==> src/rtl/irrig_ctrl.sv <==
// rtl/irrig_ctrl.sv - irrigation plant sequencer; define IRRIG_COOLDOWN_EN to add the PAUSE state
module irrig_ctrl #(
  parameter int CNT_W   = 8,
  parameter int MIN_ON  = 16,
  parameter int FILL_TO = 200,
  parameter int COOL    = 32
) (
  input  logic       clk,
  input  logic       rst,
  input  logic       en,
  input  logic       l,
  input  logic       m,
  input  logic       h,
  input  logic       sd,
  input  logic       su,
  input  logic       clr,
  output logic       ve,
  output logic       vs,
  output logic       bs,
  output logic       al,
  output logic [2:0] st
);

  typedef enum logic [2:0] {
    IDLE  = 3'd0,
    FILL  = 3'd1,
    SPRK  = 3'd2,
    DRIP  = 3'd3,
    ERR   = 3'd4
`ifdef IRRIG_COOLDOWN_EN
    , PAUSE = 3'd5
`endif
  } state_t;

  localparam logic [CNT_W-1:0] CNT_MAX   = '1;
  localparam logic [CNT_W-1:0] MIN_LAST  = CNT_W'(MIN_ON - 1);
  localparam logic [CNT_W-1:0] FILL_LAST = CNT_W'(FILL_TO - 1);
`ifdef IRRIG_COOLDOWN_EN
  localparam logic [CNT_W-1:0] COOL_LAST = CNT_W'(COOL - 1);
  localparam state_t           DONE      = PAUSE;
`else
  localparam state_t           DONE      = IDLE;
`endif

  // All three timers share one counter, so each must fit in it.
  if (CNT_W < 1 || MIN_ON < 1 || FILL_TO < 1 || COOL < 1 ||
      MIN_ON > (1 << CNT_W) - 1 || FILL_TO > (1 << CNT_W) - 1 ||
      COOL > (1 << CNT_W) - 1) begin : g_bad_params
    $error("irrig_ctrl: MIN_ON, FILL_TO and COOL must lie in 1..2^CNT_W-1");
  end

  state_t           state;
  state_t           nxt;
  logic [CNT_W-1:0] cnt;
  logic             levels_ok;

  // Sensors are stacked, so a higher one wet with a lower one dry is a fault.
  assign levels_ok = ({h, m, l} == 3'b000) || ({h, m, l} == 3'b001) ||
                     ({h, m, l} == 3'b011) || ({h, m, l} == 3'b111);

  always_comb begin
    nxt = state;
    if (!levels_ok) begin
      nxt = ERR;
    end else if (state == ERR) begin
      if (clr) nxt = IDLE;
    end else if (!en) begin
      nxt = IDLE;
    end else begin
      case (state)
        IDLE: begin
          if (!l)            nxt = FILL;
          else if (su && m)  nxt = SPRK;
          else if (su || sd) nxt = DRIP;
          else if (!h)       nxt = FILL;
        end
        FILL: begin
          if (h)                     nxt = IDLE;
          else if (cnt == FILL_LAST) nxt = ERR;
        end
        SPRK: begin
          if (!l)                                nxt = IDLE;
          else if (cnt >= MIN_LAST && (!su || !m)) nxt = DONE;
        end
        DRIP: begin
          if (!l)                                nxt = IDLE;
          else if (cnt >= MIN_LAST && !sd && !su) nxt = DONE;
        end
`ifdef IRRIG_COOLDOWN_EN
        PAUSE: begin
          if (cnt == COOL_LAST) nxt = IDLE;
        end
`endif
        default: nxt = IDLE;
      endcase
    end
  end

  always_ff @(posedge clk) begin
    if (rst) begin
      state <= IDLE;
      cnt   <= '0;
      ve    <= 1'b0;
      vs    <= 1'b0;
      bs    <= 1'b0;
      al    <= 1'b0;
      st    <= 3'd0;
    end else begin
      state <= nxt;
      if (nxt != state)      cnt <= '0;
      else if (cnt != CNT_MAX) cnt <= cnt + 1'b1;
      ve <= (nxt == FILL);
      vs <= (nxt == SPRK);
      bs <= (nxt == DRIP);
      al <= (nxt == ERR);
      st <= nxt;
    end
  end

endmodule

==> config.mk <==
export PLATFORM = sky130hd
export DESIGN_NAME = irrig_ctrl
export DESIGN_NICKNAME = d
export VERILOG_FILES = /design/src/rtl/irrig_ctrl.sv
export SDC_FILE = /design/constraint.sdc
export NUM_CORES = 1
export LEC_CHECK = 0
export CAP_MARGIN = 20
export CELL_PAD_IN_SITES_DETAIL_PLACEMENT = 1
export CELL_PAD_IN_SITES_GLOBAL_PLACEMENT = 2
export CORE_AREA = 2 2 55 57
export DETAILED_ROUTE_END_ITERATION = 10
export DIE_AREA = 0 0 57 59
export GPL_ROUTABILITY_DRIVEN = 0
export PLACE_DENSITY = 0.86
export SYNTH_ARGS = -nofsm -noshare
export SYNTH_HDL_FRONTEND = slang
export SYNTH_SLANG_ARGS = --single-unit
==> constraint.sdc <==
create_clock -name clk -period 3.96 [get_ports clk]
set_input_delay 1.188 -clock clk [delete_from_list [all_inputs] [get_ports clk]]
set_output_delay 1.188 -clock clk [all_outputs]
set_load 0.05 [all_outputs]
# Word-level counts from Yosys, hierarchy flattened
# Cells that the tools add are included.
[op_classes]
n_reduce_logical = 15
n_mux = 15
addsub = 1
eq_ne = 14
order_cmp = 1
[ops]
columns = ["cell", "n"]
rows = [
  ["2-to-1 mux 3 bit", 14],
  ["== test 3 x 2 -> 1 bit (second input constant)", 5],
  ["one-hot mux 3 bit (4 select lines)", 1],
  ["== test 3 x 1 -> 1 bit (second input constant)", 3],
  ["== test 3 bit (second input constant)", 3],
  ["adder 8 x 1 -> 8 bit (second input constant)", 1],
  ["== test 8 bit (second input constant)", 1],
  ["greater-or-equal comparator 8 x 4 -> 1 bit (second input constant)", 1],
  ["inequality test 8 bit (second input constant)", 1],
  ["zero test 3 bit", 2],
  ["logical OR 1 bit", 5],
  ["logical AND 1 bit", 4],
  ["zero test 1 bit", 3],
  ["inequality test 3 bit", 1],
  ["OR reduction 2 bit", 1],
]
[totals]
out_inout_bits = 7
wordCells = 52
register_bits = 15

# Longest topological paths before layout
# Gate-level depths: netlist (run 1).
[logic_depth]
ltp_word = 11
depth_mapped = 6

# Worst setup path before layout (run 1)
# OpenSTA, ideal clock, no wires.
[synth_timing]
path_type = "in2reg"
startpoint = "input clr"
endpoint = "register cnt[2]"
n_path_buf = 0
arrival_time_ns = 2.307
path_stages = 5
slack_ns = 1.566
cell_sequence = "or4b_1 a31oi_1 a41o_2 nand3_4 nor4_2"
[synth_between]
elab_chain_len = 5
[synth_rtl]
columns = ["item", "line", "text"]
rows = [
  ["start: declaration", "16", "input logic clr,"],
  ["2-to-1 mux 3 bit", "66", "if (clr) nxt = IDLE;"],
  ["2-to-1 mux 3 bit", "65", "end else if (state == ERR) begin"],
  ["2-to-1 mux 3 bit", "63", "if (!levels_ok) begin"],
  ["inequality test 3 bit", "110", "if (nxt != state) cnt <= '0;"],
  ["OR reduction 2 bit (no source line)", "n/a", ""],
  ["end signal: assignment", "111", "else if (cnt != CNT_MAX) cnt <= cnt + 1'b1;"],
  ["end: declaration", "54", "logic [CNT_W-1:0] cnt;"],
]
# Every way passes these cells.
# A chain may end at the register's enable or synchronous reset.

==> results of run 1 <==
registers in the layout, summed over array words and instances (netlist names):
register / cells
al: 1
vs: 1
bs: 1
state: 3
cnt: 8
ve: 1
layer usage:
layer,part of all wire [%],vias up
met3,3.1,5
li1,-,400
met4,2.1,0
met2,49,11
met5,0,-
met1,46,373
layout make-up:
type                    count  area share (%)
flip-flops and latches     15            28.3
inverters                   2           0.708
clock buffers               4            2.48
repair buffers             15            14.2
multi-input cells          79            50.7
well taps                  31            3.66
path summary, 6_finish.rpt:
path	end	cells past startpoint	slack [ns]
min reg2reg	cnt[1]	2	0.58
min	cnt[1]	2	0.58
max reg2reg	cnt[5]	6	1.91
max	st[0]	1	1.15
logic make-up after synthesis:
group,after synthesis
simple gates,55
compound gates,17
xor+xnor,2
flops,15
mux,4
buf+inv,3
fa+ha+maj,1
layout by cell type, fill, tap and decap left out, drive strengths merged, types with 3 or more instances in the layout:
master,instances
clkdlybuf4s50,15
nand3,6
and3,4
nor2b,3
a21oi,4
nor2,10
dfxtp,15
mux2i,3
nand2,6
nor3,9
nor4,3
clkbuf,4
o21ai,4
nand4,3
stage by stage:
| stage | cell area, µm² | hold slack, ns | utilization, % |
|---|---|---|---|
| 3_3_place_gp | 1030 | 0.542 | 38.2 |
| 3_5_place_dp | 1030 | 0.586 | 38.2 |
| 4_1_cts | 1060 | 0.598 | 39.2 |
| 2_1_floorplan | 856 | 0.516 | - |
| 5_1_grt | 1060 | 0.606 | 39.2 |
| 6_report | 1060 | 0.582 | 39.2 |
power breakdown:
part	switching, W	internal, W	total [W]
sequential	0.00000477	0.000155	0.000160
combinational	0.0000355	0.0000293	0.0000647
clock	0.0000473	0.0000392	0.0000865
==> flow_metrics.py, run 1 <==
metrics = {
    "placement": {
        "place.detailed.instances": 142,
        "pre_cts_slack_ns": 0.884,
        "place.detailed.hpwl_mm": 1.76,
        "buffer_ports.inserted": 15,
    },
    "clock_tree": {
        "clock_tree_from_tritoncts": "built",
        "clock_insertion_delay_worst_skew_ns": 0.28,
        "post_cts_sizing_count": 0,
        "clk_transition_reported_paths_ns": 0.08,
        "cts_made_buffers": 3,
        "cts.hold.buffers_added": 0,
        "cts.htree.levels": 1,
        "numClockSinks": 15,
        "cts.repair_timing.setup_buffer_count": 0,
        "clock_tree.root_cell": "clkbuf_4",
        "clockBufferDepth": 2,
    },
    "timing": {
        "setup_viol_count_final": 0,
        "hold_violations": 0,
        "final.period_utilization_pct": 70.9,
        "finalClockSkew_ns": 0.00125,
        "final_period_minus_worst_setup_slack_ns": 2.81,
        "finalMaxSlewViolations": 0,
        "remaining_max_slew_budget_at_the_tightest_pin_pct": 66.8,
        "rsz0062_at_grt": "false",
        "worst_slack_ns": 1.15,
        "worstMarginPinSlew_ns": 0.496,
        "totalNegativeSetupSlack_ns": 0,
        "top_achievable_clock_speed_mhz": 356,
    },
    "logic_synthesis": {
        "post-synth-top-area-fraction_pct": 35.1,
        "compound_gate_fraction_of_synth_area_pct": 15.5,
        "synth_xor_xnor_area_share_pct": 2.05,
        "seq_area_frac_synth_pct": 35.1,
        "postSynth.asyncResetShare_pct": 0,
        "synth.cells.most_frequent": "dfxtp_1 (15), nor2_1 (10), nor3_1 (9), nand2_1 (6), nand3_1 (5)",
        "synth_enable_flop_cells": 0,
        "synth-main-ff-cell": "dfxtp_1",
        "syn-cell-area_um2": 856,
        "most_repeated_cell_in_the_gate_level_netlist_after_synthesis": "dfxtp_1",
        "synthesis.instances": 97,
        "synth_simple_gate_area_share_pct": 39.0,
        "netlist.top_cell.by_area": "dfxtp_1",
        "synth_fa_ha_area_share_pct": 1.46,
        "ys_ff_latch": 15,
        "yosys_cell_types": 36,
        "synth_top_family_by_area": "simple AND/OR/NAND/NOR gates",
        "synth_top_cells_by_area": "dfxtp_1 (35%), nor3_1 (5.3%), nor2_1 (4.4%), mux2i_1 (3.5%), nand3_1 (2.9%)",
        "synth.area.mux_share_pct": 4.82,
        "ys_warn_count": 0,
        "mappedNetlistNets": 107,
        "syn_area_per_cell_um2": 8.82,
    },
    "grt": {
        "grt_max_degree": 9,
        "groute.layer.met3.usage_pct": 2.62,
        "grt_first_pass_wirelength_mm": 3.75,
        "number_of_global_route_vias_before_repair": 813,
        "grtUsageMet1_pct": 18.3,
        "gr-max-usage-layer": "met2",
        "gr-usage-all-layers_pct": 14.5,
        "grt.overflow.total": 0,
        "gr_layer_usage_met2_pct": 24.1,
        "number_of_antenna_violations_at_the_first_check_in_global_routing": 0,
    },
    "power_and_ir_drop": {
        "powerDensity_nw_per_um2": 293,
        "power_w": 0.000311,
        "power.ir.vdd_worst_uv": 156,
        "leakage_nw": 0.374,
    },
    "finish": {
        "post_route_cells_drive_above_1_share_pct": 13.0,
        "multi_input_area_um2": 538,
        "fill_cells": 341,
        "diodes": 0,
        "ff_latch_area_um2": 300,
        "syn2layout_area_growth_pct": 24.0,
        "post_layout_nonfiller_instances": 146,
        "num-nets-final": 126,
    },
    "setup_path": {
        "worst-path-max-fanout": 8,
        "startpoint_type": "flop",
        "critPathMaxStageDelay_ns": 0.86,
        "timing.critical_path.from": "state[0]",
        "cp_top_family": "buffers and inverters",
        "worstPathBufferInverterCount": 1,
        "cpMaxStageDelayCell": "clkdlybuf4s50_1",
        "end_kind": "output pin",
        "timing.critical_path.required_ns": 2.77,
        "data_arrival_time_of_the_critical_path_ns": 1.62,
        "critical_path_start_end_classification": "reg2out",
        "r2r-start": "cnt[0]",
        "timing.critical_path.cells": "clkdlybuf4s50_1",
    },
    "floorplanning": {
        "die_area_um2": 3360,
        "placement_rows": 19,
        "initial_util_pct": 31.6,
        "pin_count": 16,
        "floorplan.die.width_um": 57,
        "placeableCoreArea_um2": 2710,
        "die_y_um": 59,
    },
    "routing": {
        "via_count": 789,
        "via_per_inst": 5.40,
        "postRouteAntennaNets": 0,
        "drc": 0,
        "wl_mm": 2.14,
        "drt_iter0_drc": 19,
        "detail_route.first_pass.iterations": 4,
        "drt-wirelength-per-cell_um": 14.6,
    },
    "outcome": {
        "status": "completed",
    },
    "hold_path": {
        "holdCritPathClass": "reg2reg",
        "timing.hold.worst.start": "cnt[1]",
    },
    "job": {
        "max_cap_viol_count": 0,
    },
}
No activity file was read; power rests on OpenSTA's default activity.
==> run 2, diff against run 1 <==
CORE_AREA = 2 2 57 59   (was 2 2 55 57)
DIE_AREA = 0 0 59 61   (was 0 0 57 59)
PLACE_DENSITY = 0.81   (was 0.86)
clock period = 2.6 ns   (was 3.96 ns; I/O delays follow)
==> run 2 against run 1 <==
Core utilization decreased by 1.8 points. Worst setup slack got worse by 0.97 ns. Critical path depth unchanged. Sequential share of layout area decreased by 1.1 points. Die area increased by 7.0%. Total power increased by 55%. Design area increased by 3.9%. Non-clock buffer count increased by 5. Clock skew increased by 0.0020 ns.
==> flow_metrics.py, run 2 (synthesis gave the netlist of run 1 again) <==
metrics = {
    "timing": {
        "hold_slack_ns": 0.558,
        "finalMaxSlewViolations": 0,
        "rsz0062_at_grt": "false",
        "hold_violations": 0,
        "final_period_minus_worst_setup_slack_ns": 2.41,
        "top_achievable_clock_speed_mhz": 414,
        "worstMarginPinSlew_ns": 0.505,
        "finalClockSkew_ns": 0.00321,
        "final.period_utilization_pct": 92.9,
        "setup_viol_count_final": 0,
        "remaining_max_slew_budget_at_the_tightest_pin_pct": 66.2,
    },
    "grt": {
        "gr-usage-all-layers_pct": 14.1,
        "number_of_global_route_vias_before_repair": 825,
        "grt_max_degree": 10,
        "number_of_antenna_violations_at_the_first_check_in_global_routing": 0,
        "grt.overflow.total": 0,
        "grt_first_pass_wirelength_mm": 3.76,
    },
    "setup_path": {
        "worst-path-max-fanout": 8,
        "startpoint_type": "flop",
        "data_arrival_time_of_the_critical_path_ns": 1.63,
        "cpMaxStageDelayCell": "clkdlybuf4s50_1",
        "cp_top_family": "buffers and inverters",
        "timing.critical_path.required_ns": 1.82,
        "critical_path_start_end_classification": "reg2out",
        "worstPathBufferInverterCount": 1,
        "timing.critical_path.cells": "clkdlybuf4s50_1",
        "critPathMaxStageDelay_ns": 0.86,
        "end_kind": "output pin",
    },
    "clock_tree": {
        "clock_tree_from_tritoncts": "built",
        "clockBufferDepth": 2,
        "clk_transition_reported_paths_ns": 0.09,
        "cts.hold.buffers_added": 0,
        "cts.htree.levels": 1,
        "cts.repair_timing.setup_buffer_count": 0,
        "clock_insertion_delay_worst_skew_ns": 0.28,
        "post_cts_sizing_count": 0,
        "numClockSinks": 15,
        "clock_tree.root_cell": "clkbuf_4",
        "cts_made_buffers": 3,
    },
    "finish": {
        "layout_common_cells": "dfxtp_1 (15), clkdlybuf4s50_1 (15), nor2_1 (10)",
        "fill_cells": 364,
        "post_layout_nonfiller_instances": 153,
        "largest_reg_flops": 8,
        "syn2layout_area_growth_pct": 28.8,
        "post_route_cells_drive_above_1_share_pct": 17.5,
        "diodes": 0,
        "num-nets-final": 131,
        "registers.top_by_ff_count": "cnt",
        "biggestRegsByFlops": "cnt: 8 flops, state: 3 flops",
    },
    "power_and_ir_drop": {
        "leakage_nw": 0.400,
        "powerDensity_nw_per_um2": 438,
        "power.ir.vdd_worst_uv": 227,
    },
    "placement": {
        "buffer_ports.inserted": 15,
        "place.detailed.instances": 149,
        "place.detailed.hpwl_mm": 1.86,
    },
    "floorplanning": {
        "pin_count": 16,
        "die_area_um2": 3600,
        "floorplan.die.width_um": 59,
        "die_y_um": 61,
        "placement_rows": 20,
        "placeableCoreArea_um2": 2950,
        "initial_util_pct": 29.0,
    },
    "job": {
        "max_cap_viol_count": 0,
    },
    "hold_path": {
        "holdCritPathClass": "reg2reg",
    },
    "routing": {
        "detail_route.first_pass.iterations": 3,
        "drt_iter0_drc": 11,
        "drc": 0,
        "via_count": 834,
        "postRouteAntennaNets": 0,
        "drt-wirelength-per-cell_um": 15.2,
        "via_per_inst": 5.45,
        "wl_mm": 2.32,
    },
    "outcome": {
        "status": "completed",
    },
}
## run 2: cell count changes in the layout (fill, tap and decap cells not counted)
cell / previous run / this run
clkinv_2: 0 / 1
clkbuf_1: 1 / 0
buf_4: 0 / 5
## run 2: worst min-delay path, cell delays in order, from the launching register on
cell	delay [ns]
dfxtp_1	0.33
mux2i_1	0.13
nor3_1	0.06
## run 2: power breakdown
part           switching [W]  internal (W)
Sequential        0.00000668      0.000236
Combinational      0.0000567     0.0000490
Clock              0.0000763     0.0000571
Total               0.000140      0.000343
## run 2: area by class of cell
type | count | area [µm²] | area share (%)
inverter | 2 | 7.51 | 0.681
multi-input combinational | 79 | 538 | 48.8
timing repair buffer | 20 | 188 | 17.0
tap | 33 | 41.3 | 3.75
sequential | 15 | 300 | 27.2
clock buffer | 3 | 22.5 | 2.04
clock inverter | 1 | 5.00 | 0.454
## run 2: routing by layer
metal,global-route usage [%],up-vias,part of all wire (%)
met3,2.77,2,2.9
li1,-,412,-
met4,8.12,0,1.2
met5,0,-,0
met2,23.0,12,50
met1,17.4,408,46
## run 2: path summary, 6_finish.rpt
kind | start | end | slack [ns] | cells after the start
worst max register to register | cnt[0] | cnt[6] | 0.62 | 7
worst min-delay path | cnt[1] | cnt[1] | 0.56 | 2
worst max-delay path | state[0] | st[0] | 0.19 | 1
worst min register to register | cnt[1] | cnt[1] | 0.56 | 2
## run 2: metrics by stage
step / utilization [%] / setup slack (ns) / instance area, µm² / TNS (ns) / power, W
after CTS: 37.3 / 0.185 / 1100 / 0 / 0.000487
after detailed placement: 36.4 / -0.0397 / 1070 / -0.0397 / 0.000354
after global placement: 36.4 / 0.0589 / 1070 / 0 / 0.000352
after floorplan: - / 0.614 / 856 / 0 / 0.000314
after global routing: 37.3 / 0.121 / 1100 / 0 / 0.000510
final: 37.3 / 0.186 / 1100 / 0 / 0.000482
